**src/rtl/load_store_unit.sv**
```systemverilog
// Load/store unit: initiator side of the 64-bit byte-addressed data-memory port.
// The memory always reads and writes 8 bytes at the address, so sub-doubleword
// stores are done as read-modify-write.
//
// state | meaning
// IDLE  | ready for a request; latches it and range-checks on accept
// READ  | mem_r high; load data or store merge base is sampled at the end
// WRITE | mem_w high; merged (or full doubleword) data driven to memory
// RESP  | response valid; held until rsp_ready
module load_store_unit #(
    parameter int MEM_BYTES = 256
) (
    input  logic        clk,
    input  logic        rst,
    input  logic        req_valid,
    output logic        req_ready,
    input  logic        req_we,
    input  logic [2:0]  req_funct3,
    input  logic [63:0] req_addr,
    input  logic [63:0] req_wdata,
    output logic        rsp_valid,
    input  logic        rsp_ready,
    output logic [63:0] rsp_rdata,
    output logic        rsp_err,
    output logic [63:0] mem_adr,
    output logic [63:0] mem_datain,
    output logic        mem_w,
    output logic        mem_r,
    input  logic [63:0] mem_dataout
);

    typedef enum logic [1:0] {IDLE, READ, WRITE, RESP} state_t;

    state_t      state, state_nx;
    logic        we_q;
    logic [2:0]  f3_q;
    logic [63:0] addr_q;
    logic [63:0] wdata_q;
    logic [63:0] rbuf_q;
    logic [63:0] rdata_q;
    logic        err_q;
    logic [64:0] end_addr;
    logic        req_bad;

    // End address in 65 bits so a huge address cannot wrap into range.
    assign end_addr = {1'b0, req_addr} + 65'd8;
    assign req_bad  = (end_addr > 65'(MEM_BYTES)) || (req_we && req_funct3[2]);

    function automatic logic [63:0] extend(input logic [2:0] f3, input logic [63:0] d);
        case (f3[1:0])
            2'b00:   extend = f3[2] ? {56'b0, d[7:0]}  : {{56{d[7]}},  d[7:0]};
            2'b01:   extend = f3[2] ? {48'b0, d[15:0]} : {{48{d[15]}}, d[15:0]};
            2'b10:   extend = f3[2] ? {32'b0, d[31:0]} : {{32{d[31]}}, d[31:0]};
            default: extend = d;
        endcase
    endfunction

    function automatic logic [63:0] merge(input logic [1:0] sz, input logic [63:0] old,
                                          input logic [63:0] nw);
        case (sz)
            2'b00:   merge = {old[63:8],  nw[7:0]};
            2'b01:   merge = {old[63:16], nw[15:0]};
            2'b10:   merge = {old[63:32], nw[31:0]};
            default: merge = nw;
        endcase
    endfunction

    // State register.
    always_ff @(posedge clk or posedge rst) begin
        if (rst) begin
            state <= IDLE;
        end else begin
            state <= state_nx;
        end
    end

    // Request latch, read sample and response data registers.
    always_ff @(posedge clk or posedge rst) begin
        if (rst) begin
            we_q    <= 1'b0;
            f3_q    <= 3'b0;
            addr_q  <= 64'b0;
            wdata_q <= 64'b0;
            rbuf_q  <= 64'b0;
            rdata_q <= 64'b0;
            err_q   <= 1'b0;
        end else begin
            case (state)
                IDLE: begin
                    if (req_valid) begin
                        we_q    <= req_we;
                        f3_q    <= req_funct3;
                        addr_q  <= req_addr;
                        wdata_q <= req_wdata;
                        err_q   <= req_bad;
                        rdata_q <= 64'b0;
                    end
                end
                READ: begin
                    if (we_q) begin
                        rbuf_q <= mem_dataout;
                    end else begin
                        rdata_q <= extend(f3_q, mem_dataout);
                    end
                end
                default: ;
            endcase
        end
    end

    // Next-state and decoded outputs; memory outputs are zero outside their states.
    always_comb begin
        state_nx   = state;
        req_ready  = 1'b0;
        rsp_valid  = 1'b0;
        mem_r      = 1'b0;
        mem_w      = 1'b0;
        mem_adr    = 64'b0;
        mem_datain = 64'b0;
        case (state)
            IDLE: begin
                req_ready = 1'b1;
                if (req_valid) begin
                    if (req_bad) begin
                        state_nx = RESP;
                    end else if (req_we && req_funct3[1:0] == 2'b11) begin
                        state_nx = WRITE;
                    end else begin
                        state_nx = READ;
                    end
                end
            end
            READ: begin
                mem_r    = 1'b1;
                mem_adr  = addr_q;
                state_nx = we_q ? WRITE : RESP;
            end
            WRITE: begin
                mem_w      = 1'b1;
                mem_adr    = addr_q;
                mem_datain = merge(f3_q[1:0], rbuf_q, wdata_q);
                state_nx   = RESP;
            end
            RESP: begin
                rsp_valid = 1'b1;
                if (rsp_ready) begin
                    state_nx = IDLE;
                end
            end
            default: state_nx = IDLE;
        endcase
    end

    assign rsp_rdata = rdata_q;
    assign rsp_err   = err_q;

endmodule

```
**config.mk**
```make
export PLATFORM = sky130hd
export DESIGN_NAME = load_store_unit
export DESIGN_NICKNAME = d
export VERILOG_FILES = /design/src/rtl/load_store_unit.sv
export SDC_FILE = /design/constraint.sdc
export NUM_CORES = 1
export LEC_CHECK = 0
export BUFFER_PORTS_ARGS = -buffer_cell sky130_fd_sc_hd__buf_2
export CORE_AREA = 2 2 167 169
export CTS_BUF_LIST = sky130_fd_sc_hd__clkbuf_8
export CTS_CLUSTER_DIAMETER = 80
export CTS_CLUSTER_SIZE = 24
export DETAILED_ROUTE_END_ITERATION = 10
export DIE_AREA = 0 0 169 171
export PLACE_DENSITY = 0.76
export SYNTH_ARGS = -nofsm -noshare
export SYNTH_HDL_FRONTEND = slang
export SYNTH_SLANG_ARGS = --single-unit
```
**constraint.sdc**
```tcl
create_clock -name clk -period 7.7 [get_ports clk]
set_clock_uncertainty 0.1 [all_clocks]
set_input_delay 0.385 -clock clk [delete_from_list [all_inputs] [get_ports clk]]
set_output_delay 0.385 -clock clk [all_outputs]
set_load 0.02 [all_outputs]
```
Word-level counts from Yosys, hierarchy flattened
Cells that the tools add are included.
- add/subtract/negate cells: 1
- $mul: 0
- div/mod/pow operators: 0
- order comparisons: 1
- equal/unequal tests: 9
- shift-type cells: 0
- multiplexer cells: 20
- bitwise operators: 0
- reduce and logical (&&, ||, !) cells: 11
- operators by type and width (kind ; count):
    2-to-1 mux 64 bit ; 7
    one-hot mux 64 bit (3 select lines) ; 2
    one-hot mux 64 bit (2 select lines) ; 1
    adder 64 x 4 -> 65 bit (second input constant) ; 1
    greater-than comparator 65 x 9 -> 1 bit (second input constant) ; 1
    == test 2 bit (second input constant) ; 4
    2-to-1 mux 2 bit ; 4
    one-hot mux 2 bit (4 select lines) ; 1
    != test 2 bit (second input constant) ; 3
    AND reduction 2 bit ; 3
    2-to-1 mux 1 bit ; 5
    == test 2 x 1 -> 1 bit (second input constant) ; 2
    logical NOT 2 bit ; 2
    AND reduction 3 bit ; 1
    logical AND 1 bit ; 2
    nonzero test 2 bit ; 1
    OR reduction 2 bit ; 1
    logical OR 1 bit ; 1
- register bits: 263
- latch bits: 0
- bits in writable memories: 0
- ROM bits: 0
- bits of input ports: 200
- output and inout bits: 197
- word-level logic and storage cells: 50
- memories kept: 0

Logic depth before layout (Yosys ltp)
- depth after elaboration: 6
- mapped depth: 11

Worst setup path before layout
OpenSTA, ideal clock, no wires.
- kind: input port to flip-flop
- start point: in req_addr[30]
- end point: reg state[0]
- library setup time: 0.121 ns
- data arrival time: 3.055 ns
- path slack: 4.424 ns
- cell stages on the path: 11
- buffers on the path: 2
- path through: buf_2 > nand4_1 > or4_4 > or4_1 > buf_2 > o21ai_0 > nand4_1 > or3_4 > nor4_4 > nand4_1 > a22o_1
- word-level cells in the longest chain between the ends: 6
- RTL lines (element ; line ; text):
    from (decl) ; 19 ; input logic [63:0] req_addr,
    adder 64 x 4 -> 65 bit ; 46 ; assign end_addr = {1'b0, req_addr} + 65'd8;
    greater-than comparator 65 x 9 -> 1 bit ; 47 ; assign req_bad = (end_addr > 65'(MEM_BYTES)) || (req_we && req_funct3[2]);
    logical OR 1 bit ; 47 ;
    2-to-1 mux 2 bit ; 124 ; if (req_bad) begin
    2-to-1 mux 2 bit ; 123 ; if (req_valid) begin
    one-hot mux 2 bit (4 select lines) ; 120 ; case (state)
    to (signal assigned) ; 73 ; state <= state_nx;
    to (decl) ; 34 ; state_t state, state_nx;
No other way between the ends. The select of a mux whose other input is x is not followed.
A chain may end at the register's enable or synchronous reset.

Final worst setup path
- start point: in req_addr[8]
- end point: reg state[0]
The elaborated chain is that of the path after synthesis.

==> flow_metrics.env <==
export IMPL_intPower_uw=3530
export IMPL_die_width_um=169
export IMPL_timing_critical_path_mode_cell="sky130_fd_sc_hd__nand4_1"
export IMPL_drtPass1Iterations=5
export IMPL_postLayoutSetupSlackWorst_ns=3.87
export IMPL_cts_max_path_buffers=3
export IMPL_layout_min_cycle_time_ns=3.83
export IMPL_clkSinkCount=255
export IMPL_maxCapViolations=0
export IMPL_cts_root_buffer_cell="sky130_fd_sc_hd__clkbuf_8"
export IMPL_gp_routability_congestion=0.947
export IMPL_post_synth_main_area_contributors="sky130_fd_sc_hd__dfrtp_1 (50%), sky130_fd_sc_hd__mux2_2 (16%), sky130_fd_sc_hd__nand2_1 (6.5%)"
export IMPL_tritoncts_clock_tree="built"
export IMPL_cp_cell_sequence="dlygate4sd3_1, buf_2, nand3_1, or4_1, nor4b_1, xnor2_1, nand4_1, or3_4, nor4_4, nand4_1, a22o_1"
export IMPL_leakagePower_uw=0.00810
export IMPL_synthesized_net_count=1452
export IMPL_critical_path_peak_fanout=12
export IMPL_crit_path_end_kind="flop"
export IMPL_detail_route_wirelength_mm=42.4
export IMPL_initial_core_utilization_pct=46.9
export IMPL_io_pin_count=397
export IMPL_worst_ep_arrival_time_ns=4.15
export IMPL_die_height_um=171
export IMPL_yosys_area_top_type_share_pct=49.8
export IMPL_unrepaired_setup_endpoints_after_global_routing="false"
export IMPL_num_nets_final=1939
export IMPL_critical_path_max_stage_delay_ns=0.76
export IMPL_synthTopCellsByCount="sky130_fd_sc_hd__dfrtp_1 (255), sky130_fd_sc_hd__nand2_1 (223), sky130_fd_sc_hd__mux2_2 (182)"
export IMPL_synth_seq_cells=255
export IMPL_cts_buffers=16
export IMPL_hold_path_class="input port to flop"
export IMPL_numPortBuffers=396
export IMPL_hold_worst_slack_ns=0.0488
export IMPL_timing_final_max_slew_violations=0
export IMPL_worst_setup_slack_after_placement_ns=3.90
export IMPL_yosysUniqueCellTypes=62
export IMPL_detail_route_wl_per_cell_um=20.3
export IMPL_yosysTopAreaCell="sky130_fd_sc_hd__dfrtp_1"
export IMPL_power_sequential_fraction_pct=36.1
export IMPL_achievable_frequency_mhz=261
export IMPL_power_uw=6360
export IMPL_hold_viol=0
export IMPL_sequential_fraction_of_the_synthesis_area_pct=49.8
export IMPL_fraction_of_power_spent_switching_nets_pct=44.4
export IMPL_core_sq_um=27300
export IMPL_antenna_left=0
export IMPL_path_class="input port to flop"
export IMPL_power_frac_comb_pct=53.1
export IMPL_clockPowerShare_pct=10.8
export IMPL_grt_first_pass_wirelength_mm=64.6
export IMPL_grt_usage_pct=28.1
export IMPL_route_detailed_vias_per_inst=5.63
export IMPL_h_tree_levels=1
export IMPL_global_route_overflow_total=0
export IMPL_final_setup_tns_ns=0
export IMPL_syn_area_per_cell_sq_um=10.3
export IMPL_worst_ir_drop_vdd_mv=0.246
export IMPL_critPathLaunchType="input port"
export IMPL_synth_async_reset_ratio_pct=100
export IMPL_grt_antenna_before_repair=11
export IMPL_postSynth_topFlopCell="sky130_fd_sc_hd__dfrtp_1"
export IMPL_synth_edf_count=0
export IMPL_setup_violations=0
export IMPL_clock_pin_slew_worst_setup_and_hold_paths_ns=0.11
export IMPL_via_count_of_the_routed_design=11800
export IMPL_fin_crit_sh_pct=49.8
export IMPL_net_switching_power_uw=2820
export IMPL_placementRows=61
export IMPL_cts_resized=0
export IMPL_worstPathRequired_ns=8.01
export IMPL_maximum_number_of_pins_on_one_net_before_global_route_repair=143
export IMPL_power_density_nw_per_um2=379
export IMPL_syn_instance_count=1247
export IMPL_remaining_drc_errors=0
export IMPL_max_slew_worst_pin_slew_ns=1.01
export IMPL_die_area_sq_um=28900
export IMPL_cp_slowest_cell="sky130_fd_sc_hd__or4_1"
export IMPL_place_hpwl_mm=27.7
export IMPL_clk_latency_ns=0.55
export IMPL_synth_area_sq_um=12800
export IMPL_ys_warn_count=0
export IMPL_slew_limit_headroom_pct=32.5
export IMPL_drive_gt1_share_pct=36.7
export IMPL_detail_route_iter0_violations=1258
export IMPL_synthMostInstantiatedCell="sky130_fd_sc_hd__dfrtp_1"
export IMPL_first_global_vias=11900
export IMPL_outcome="complete, no violations"
export IMPL_area_growth_synth_to_final_pct=30.8
export IMPL_utilization_pct=61.4
power groups by stage:
stage | clock network (uW) | logic, uW | registers, uW
2_1_floorplan | 0 | 2150 | 2350
3_3_place_gp | 0 | 3220 | 2260
3_5_place_dp | 0 | 3270 | 2300
4_1_cts | 713 | 3340 | 2270
5_1_grt | 752 | 3630 | 2360
6_report | 688 | 3370 | 2300
final timing paths:
| check | depth (start not counted) | slack (ns) | start | to |
|---|---|---|---|---|
| max | 11 | 3.87 | req_addr[8] | state[0] |
| min | 2 | 0.05 | req_we | we_q |
| max reg2reg | 7 | 5.09 | state[1] | rsp_rdata[8] |
| min reg2reg | 2 | 0.38 | rsp_rdata[51] | rsp_rdata[51] |
| max in group asynchronous | 4 | 5.84 | rst | wdata_q[9] |
| min in group asynchronous | 3 | 0.43 | rst | addr_q[9] |
metrics by stage:
| stage | instances | cell area, sq um |
|---|---|---|
| after global routing | 2092 | 16800 |
| after detailed placement | 1924 | 15100 |
| after floorplan | 1247 | 12800 |
| after CTS | 2085 | 16800 |
| final | 2093 | 16800 |
| after global placement | 1924 | 15100 |
critical path: cells and delay by family:
family                 cells  cell delay (ns)
AND/OR/NAND/NOR            7             2.66
buffers and inverters      2             0.68
AO/OA/AOI/OAI              1             0.21
XOR/XNOR                   1             0.20
sequential cells by signal, summed over array words and instances, names as in the netlist:
| name | cells |
|---|---|
| addr_q | 64 |
| f3_q | 3 |
| rbuf_q | 56 |
| rsp_err | 1 |
| rsp_rdata | 64 |
| state | 2 |
| wdata_q | 64 |
| we_q | 1 |
kinds of logic after synthesis:
group / synth area share (%)
simple gates: 19.3
compound gates: 9.19
xor+xnor: 0.888
flops: 49.8
fa+ha+maj: 0.488
buf+inv: 2.67
mux: 17.7
final cells by class:
cell class,instances,area [sq um]
Fill cell,2153,10500
Sequential cell,255,6380
Multi-Input combinational cell,903,6120
Timing Repair Buffer,546,3470
Tap cell,346,433
Clock buffer,17,234
Clock inverter,6,71.3
Inverter,12,52.6
Antenna cell,8,20.0
placed cells by master, fill, tap and decap left out, types with 4 or more instances in the layout:
master	count
sky130_fd_sc_hd__mux2_2	182
sky130_fd_sc_hd__buf_2	396
sky130_fd_sc_hd__a22o_1	9
sky130_fd_sc_hd__a31oi_1	4
sky130_fd_sc_hd__o21ai_0	89
sky130_fd_sc_hd__dlygate4sd3_1	138
sky130_fd_sc_hd__nor3b_1	4
sky130_fd_sc_hd__nand2_1	220
sky130_fd_sc_hd__mux2i_1	22
sky130_fd_sc_hd__diode_2	8
sky130_fd_sc_hd__or2_2	6
sky130_fd_sc_hd__nor3_1	22
sky130_fd_sc_hd__nand4_1	29
sky130_fd_sc_hd__a21oi_1	23
sky130_fd_sc_hd__clkbuf_8	17
sky130_fd_sc_hd__xnor2_1	8
sky130_fd_sc_hd__or4_1	4
sky130_fd_sc_hd__nor4_1	12
sky130_fd_sc_hd__and3_1	10
sky130_fd_sc_hd__and2_1	77
sky130_fd_sc_hd__dfrtp_1	255
sky130_fd_sc_hd__buf_4	11
sky130_fd_sc_hd__xor2_1	5
sky130_fd_sc_hd__a21boi_0	41
sky130_fd_sc_hd__inv_1	12
sky130_fd_sc_hd__nand3_1	26
sky130_fd_sc_hd__nor2_1	31
sky130_fd_sc_hd__nor2b_1	18
sky130_fd_sc_hd__o211ai_1	4
repair_timing:
action / in CTS / in global routing
buffers inserted: 0 / 0
hold buffers: 138 / 0
endpoints found under the hold margin: 295 / 0
routing by layer:
layer / track usage [%] / vias to the layer above / share of wire, %
li1: - / 5324 / -
met1: 33.3 / 5728 / 38
met2: 48.1 / 586 / 48
met3: 6.20 / 150 / 7.5
met4: 14.7 / 4 / 5.5
met5: 0 / - / 0.068
Note: power is estimated with default switching activity, not from simulation.
